--- config.mk ---
export PLATFORM = sky130hd
export DESIGN_NAME = cbrt_feeder
export DESIGN_NICKNAME = d
export VERILOG_FILES = /design/src/rtl/cbrt_pkg.sv /design/src/rtl/cbrt_in_fifo.sv /design/src/rtl/cbrt_feeder.sv
export SDC_FILE = /design/constraint.sdc
export NUM_CORES = 1
export LEC_CHECK = 0
export BUFFER_PORTS_ARGS = -buffer_cell sky130_fd_sc_hd__clkbuf_2
export CAP_MARGIN = 20
export CORE_ASPECT_RATIO = 0.9
export CORE_MARGIN = 2
export CORE_UTILIZATION = 51
export CTS_CLUSTER_SIZE = 30
export DETAILED_ROUTE_END_ITERATION = 7
export PLACE_DENSITY_LB_ADDON = 0.2
export SYNTH_ARGS = -nofsm -noshare
export SYNTH_HDL_FRONTEND = slang
export SYNTH_HIERARCHICAL = 1
export SYNTH_SLANG_ARGS = --single-unit
--- constraint.sdc ---
create_clock -name clk -period 4.3 [get_ports clk]
set_input_delay 0.645 -clock clk [delete_from_list [all_inputs] [get_ports clk]]
set_output_delay 0.645 -clock clk [all_outputs]
set_load 0.02 [all_outputs]
--- src/rtl/cbrt_pkg.sv ---
// rtl/cbrt_pkg.sv - shared widths, defaults and state type for the cube-root feeder
//
// Purpose: common definitions imported by cbrt_in_fifo and cbrt_feeder.
//   X_W            : operand width
//   ROOT_W         : root width (floor cube root of 255 is 6)
//   TIMEOUT_CYCLES : default watchdog limit in WAIT cycles
//   feeder_state_t : feeder FSM states
package cbrt_pkg;

  localparam int X_W            = 8;
  localparam int ROOT_W         = 3;
  localparam int TIMEOUT_CYCLES = 2000;

  typedef enum logic [1:0] {
    IDLE  = 2'd0,
    START = 2'd1,
    WAIT  = 2'd2,
    HOLD  = 2'd3
  } feeder_state_t;

endpackage

--- src/rtl/cbrt_in_fifo.sv ---
// rtl/cbrt_in_fifo.sv - synchronous sample FIFO in front of the cube-root core
//
// Purpose: buffers input samples; head shows the oldest entry while not empty.
// Ports:
//   clk        : clock, rising edge
//   rst        : synchronous active-low reset, empties the FIFO
//   push       : write push_data (ignored when full)
//   push_data  : sample to store
//   pop        : discard head (ignored when empty)
//   head       : oldest stored sample
//   full/empty : occupancy flags
module cbrt_in_fifo
  import cbrt_pkg::*;
#(
  parameter int DEPTH = 4,
  parameter int WIDTH = X_W
) (
  input  logic             clk,
  input  logic             rst,
  input  logic             push,
  input  logic [WIDTH-1:0] push_data,
  input  logic             pop,
  output logic [WIDTH-1:0] head,
  output logic             full,
  output logic             empty
);

  localparam int AW = $clog2(DEPTH);

  logic [WIDTH-1:0] mem [DEPTH];
  // One extra pointer bit distinguishes full from empty when the indices match.
  logic [AW:0]      wr_ptr;
  logic [AW:0]      rd_ptr;
  logic             do_push;
  logic             do_pop;

  assign empty   = (wr_ptr == rd_ptr);
  assign full    = (wr_ptr[AW] != rd_ptr[AW]) && (wr_ptr[AW-1:0] == rd_ptr[AW-1:0]);
  assign head    = mem[rd_ptr[AW-1:0]];
  assign do_push = push && !full;
  assign do_pop  = pop && !empty;

  always_ff @(posedge clk) begin
    if (!rst) begin
      wr_ptr <= '0;
      rd_ptr <= '0;
    end else begin
      if (do_push) wr_ptr <= wr_ptr + (AW + 1)'(1);
      if (do_pop)  rd_ptr <= rd_ptr + (AW + 1)'(1);
    end
  end

  // Storage needs no reset: entries are only read after being written.
  always_ff @(posedge clk) begin
    if (do_push) mem[wr_ptr[AW-1:0]] <= push_data;
  end

endmodule

--- src/rtl/cbrt_feeder.sv ---
// rtl/cbrt_feeder.sv - feeds queued samples to the cube-root core and returns roots
//
// Purpose: one core operation per buffered sample via start/busy, result paired
// with its operand on a valid/ready port, per-operation watchdog, done counter.
// Ports:
//   clk, rst              : clock; synchronous active-low reset
//   in_valid/in_data/in_ready : sample input (in_ready = FIFO not full)
//   cbrt_x, cbrt_start    : operand and one-cycle launch pulse to the core
//   cbrt_busy, cbrt_result: core status and root
//   out_valid/out_ready   : result handshake
//   out_x, out_root       : operand and its floor cube root
//   out_timeout           : core hung, out_root forced to 0
//   done_count            : results accepted downstream (wraps)
module cbrt_feeder
  import cbrt_pkg::*;
#(
  parameter int DEPTH          = 4,
  parameter int TIMEOUT_CYCLES = cbrt_pkg::TIMEOUT_CYCLES,
  parameter int CNT_W          = 16
) (
  input  logic              clk,
  input  logic              rst,
  input  logic              in_valid,
  input  logic [X_W-1:0]    in_data,
  output logic              in_ready,
  output logic [X_W-1:0]    cbrt_x,
  output logic              cbrt_start,
  input  logic              cbrt_busy,
  input  logic [ROOT_W-1:0] cbrt_result,
  output logic              out_valid,
  input  logic              out_ready,
  output logic [X_W-1:0]    out_x,
  output logic [ROOT_W-1:0] out_root,
  output logic              out_timeout,
  output logic [CNT_W-1:0]  done_count
);

  localparam int            WD_W    = $clog2(TIMEOUT_CYCLES + 1);
  localparam logic [WD_W-1:0] WD_LAST = WD_W'(TIMEOUT_CYCLES - 1);

  feeder_state_t   state;
  logic [X_W-1:0]  x_reg;
  logic [WD_W-1:0] watchdog;

  logic            fifo_full;
  logic            fifo_empty;
  logic [X_W-1:0]  fifo_head;
  logic            fifo_push;
  logic            fifo_pop;
  logic            launch;

  assign in_ready  = !fifo_full;
  assign fifo_push = rst && in_valid && !fifo_full;

  // A pop happens exactly when the FSM moves into START: from IDLE, or
  // back-to-back from HOLD once the current result is accepted.
  assign launch   = !fifo_empty &&
                    ((state == IDLE) || ((state == HOLD) && out_ready));
  assign fifo_pop = rst && launch;

  cbrt_in_fifo #(
    .DEPTH (DEPTH),
    .WIDTH (X_W)
  ) u_fifo (
    .clk       (clk),
    .rst       (rst),
    .push      (fifo_push),
    .push_data (in_data),
    .pop       (fifo_pop),
    .head      (fifo_head),
    .full      (fifo_full),
    .empty     (fifo_empty)
  );

  always_ff @(posedge clk) begin
    if (!rst) begin
      state       <= IDLE;
      x_reg       <= '0;
      watchdog    <= '0;
      cbrt_start  <= 1'b0;
      cbrt_x      <= '0;
      out_valid   <= 1'b0;
      out_x       <= '0;
      out_root    <= '0;
      out_timeout <= 1'b0;
      done_count  <= '0;
    end else begin
      unique case (state)
        IDLE: begin
          if (launch) begin
            x_reg      <= fifo_head;
            cbrt_x     <= fifo_head;
            cbrt_start <= 1'b1;
            watchdog   <= '0;
            state      <= START;
          end
        end
        START: begin
          cbrt_start <= 1'b0;
          watchdog   <= '0;
          state      <= WAIT;
        end
        WAIT: begin
          // cbrt_x is left at x_reg: the core may resample it at any time.
          if (!cbrt_busy) begin
            out_root    <= cbrt_result;
            out_x       <= x_reg;
            out_timeout <= 1'b0;
            out_valid   <= 1'b1;
            state       <= HOLD;
          end else if (watchdog == WD_LAST) begin
            out_root    <= '0;
            out_x       <= x_reg;
            out_timeout <= 1'b1;
            out_valid   <= 1'b1;
            state       <= HOLD;
          end else begin
            watchdog <= watchdog + WD_W'(1);
          end
        end
        HOLD: begin
          if (out_ready) begin
            out_valid  <= 1'b0;
            done_count <= done_count + CNT_W'(1);
            if (launch) begin
              x_reg      <= fifo_head;
              cbrt_x     <= fifo_head;
              cbrt_start <= 1'b1;
              watchdog   <= '0;
              state      <= START;
            end else begin
              state <= IDLE;
            end
          end
        end
        default: state <= IDLE;
      endcase
    end
  end

endmodule
==> results.yml <==
clocking:
  clk_transition_reported_paths_ns: 0.09
  hold_buffers: 0
  clock_path_buffers: 2
  clk-insertion-delay-late_ns: 0.35
  cts_tree: "yes"
  cts_resized: 0
  cts_max_level: 3
  post_cts_buffers: 0
  numClockSinks: 91
  root_buffer: "clkbuf_8"
  numCtsBuffers: 9
sta:
  setup_violations: 0
  slew_viol_final: 0
  worstMarginPinSlew_ns: 1.05
  rsz0062_at_grt: "no"
  setup-tns-final_ns: 0
  worst_slack_ns: 1.73
  period_minus_slack_ns: 2.57
  finClkSkew_ns: 0.00760
  finalHoldViolations: 0
  fmax_mhz: 390
  slew_headroom: 0.299
  fin_crit_sh: 0.597
synth:
  synth_warnings: 6
  syn-num-nets: 410
  synth_mux_area_frac: 0.0851
  synth_top_family_by_area: "simple AND/OR/NAND/NOR gates"
  yosysSeqAreaShare: 0.520
  synth_edf_count: 32
  synth_fa_ha_area_frac: 0.0395
  yosysTopAreaCell: "dfxtp_1"
  synthFlopType: "dfxtp_1"
  synth_top_area_frac: 0.287
  syn_area_per_cell_um2: 10.8
  synth_cell_types: 56
  synth.most_common_cell: "dfxtp_1"
  synth-simple-area-share: 0.164
  synthTopCellsByArea: "dfxtp_1 (29%), edfxtp_1 (23%), mux4_2 (4.4%)"
  synth_commonest_cells: "dfxtp_1 (59), nand2_1 (43), edfxtp_1 (32), nor2_1 (28), mux2i_1 (17)"
  synth_xor_area_frac: 0.0425
  synth_area_um2: 4120
  synthesis.instances: 381
  async_flop_share: 0
  ys_ff_latch: 91
  synth-compound-area-share: 0.109
min_path:
  whs_path_depth: 2
  min-delay-start: "out_x[4]"
  hold_class: "flip-flop to flip-flop"
  worstHoldEndpoint: "out_x[4]"
drt:
  dr_wl_met3_um: 378
  ant_nets: 0
  vias_per_cell: 5.57
  wire_per_inst_um: 15.0
  wl_met2_um: 3840
  dr.max_layer_used: "met4"
  wl_um: 8010
  drt-initial-drc-count: 136
  vias: 2977
  drt_pre_antenna_iters: 4
  drc: 0
  m1WireLength_um: 3700
setup_path:
  r2r_start: "u_fifo/wr_ptr[0]"
  cp.required_ns: 4.57
  worstSetupStartpointType: "flip-flop"
  rrSetupSlack_ns: 1.73
  cp_data_arrival_time_ns: 2.84
  crit_fanout: 9
  cp-end-kind: "flip-flop"
  worstSetupPathType: "flip-flop to flip-flop"
  ff2ff_path_depth: 5
  r2r_end: "cbrt_start"
grt:
  grt_antenna_before_repair: 0
  grt_max_degree: 29
  track_usage: 0.193
  grt_pass1_vias: 2757
  grt_first_pass_wirelength_um: 13400
  grt_overflow_total: 0
finish:
  layout-drive-gt1-share: 0.207
  syn_to_final_growth_pct: 12.8
  fin_nets: 459
  n_antenna_cell: 0
power:
  p_leak_nw: 1.76
  powerDensity_nw_per_um2: 469
  ir_worst_vdd_mv: 0.330
die:
  die_x_um: 98.7
  num_io_pins: 55
  die_h_um: 89.3
  die_area_um2: 8810
  coreArea_um2: 7950
  start_util: 0.518
  rows: 31
place:
  dpl_worst_slack_ns: 1.73
  dpl.hpwl_um: 5590
  numPortBuffers: 54
  place_congestion: 0.822
status:
  status: "completed"
flow_run:
  drv_cap: 0
[cell usage in the layout, fill, tap and decap left out, types with 13 or more instances in the layout]
master,count
clkbuf_2,54
mux2i_1,17
xor2_1,14
nor2_1,28
nand2_1,43
nand3_1,14
edfxtp_1,32
dfxtp_1,59
ha_1,13
inv_1,14
[layout make-up]
cell class              count  area [um2]
clock buffers               9         124
clock inverters             7        98.8
fillers                   667        3300
inverters                  15        56.3
multi-input cells         257        1810
flip-flops and latches     91        2140
well taps                  99         124
repair buffers             56         289
[layer usage]
layer / global-route usage / vias up
met5: 0 / -
met4: 0.0573 / 0
met3: 0.0563 / 8
met2: 0.320 / 69
met1: 0.249 / 1415
li1: - / 1485
[sequential cells by signal, summed over array words and instances, names as in the netlist, named ones only]
name,flops
out_timeout,1
u_fifo/mem,32
cbrt_start,1
u_fifo/rd_ptr,3
state,2
u_fifo/wr_ptr,3
done_count,16
out_root,3
cbrt_x,8
watchdog,11
out_valid,1
out_x,8
[per-stage QoR]
stage / util / area, um2 / total power [mW] / hold slack (ns) / cells
6_report: 0.584 / 4650 / 2.18 / 0.465 / 534
4_1_cts: 0.583 / 4640 / 2.20 / 0.472 / 533
3_3_place_gp: 0.555 / 4410 / 1.54 / 0.446 / 517
5_1_grt: 0.584 / 4650 / 2.31 / 0.484 / 534
3_5_place_dp: 0.555 / 4410 / 1.56 / 0.453 / 517
2_1_floorplan: - / 4120 / 1.44 / 0.442 / 381
[logic make-up after synthesis]
group,count (synthesis)
flip-flops,91
multiplexers,25
AND/OR/NAND/NOR,135
AO/OA/AOI/OAI,64
adder cells (fa/ha/maj),13
XOR/XNOR,20
buffers and inverters,33
[power breakdown]
part	internal [mW]	total, mW	switching [mW]
logic	0.211	0.517	0.306
registers	0.952	1.02	0.0719
clock network	0.332	0.637	0.305
[worst max path at each step]
| stage | from | end | depth (start not counted) | slack, ns |
|---|---|---|---|---|
| 6_report | u_fifo/wr_ptr[0] | cbrt_start | 5 | 1.73 |
| 5_1_grt | u_fifo/wr_ptr[0] | cbrt_start | 5 | 1.53 |
| 4_1_cts | watchdog[0] | out_x[0] | 5 | 1.72 |
| 3_5_place_dp | watchdog[0] | out_x[0] | 5 | 1.73 |
| 2_1_floorplan | rst | u_fifo/mem[3][0] | 5 | 2.00 |
| 3_3_place_gp | rst | u_fifo/rd_ptr[2] | 6 | 1.82 |
[worst max-delay path, cell delays in order, from the launching register on]
cell,delay [ns]
dfxtp_1,0.47
xor2_1,0.47
nor3_1,0.25
a21oi_1,0.86
a21oi_1,0.16
a311oi_1,0.27
Power figures use the tool's default switching activity.
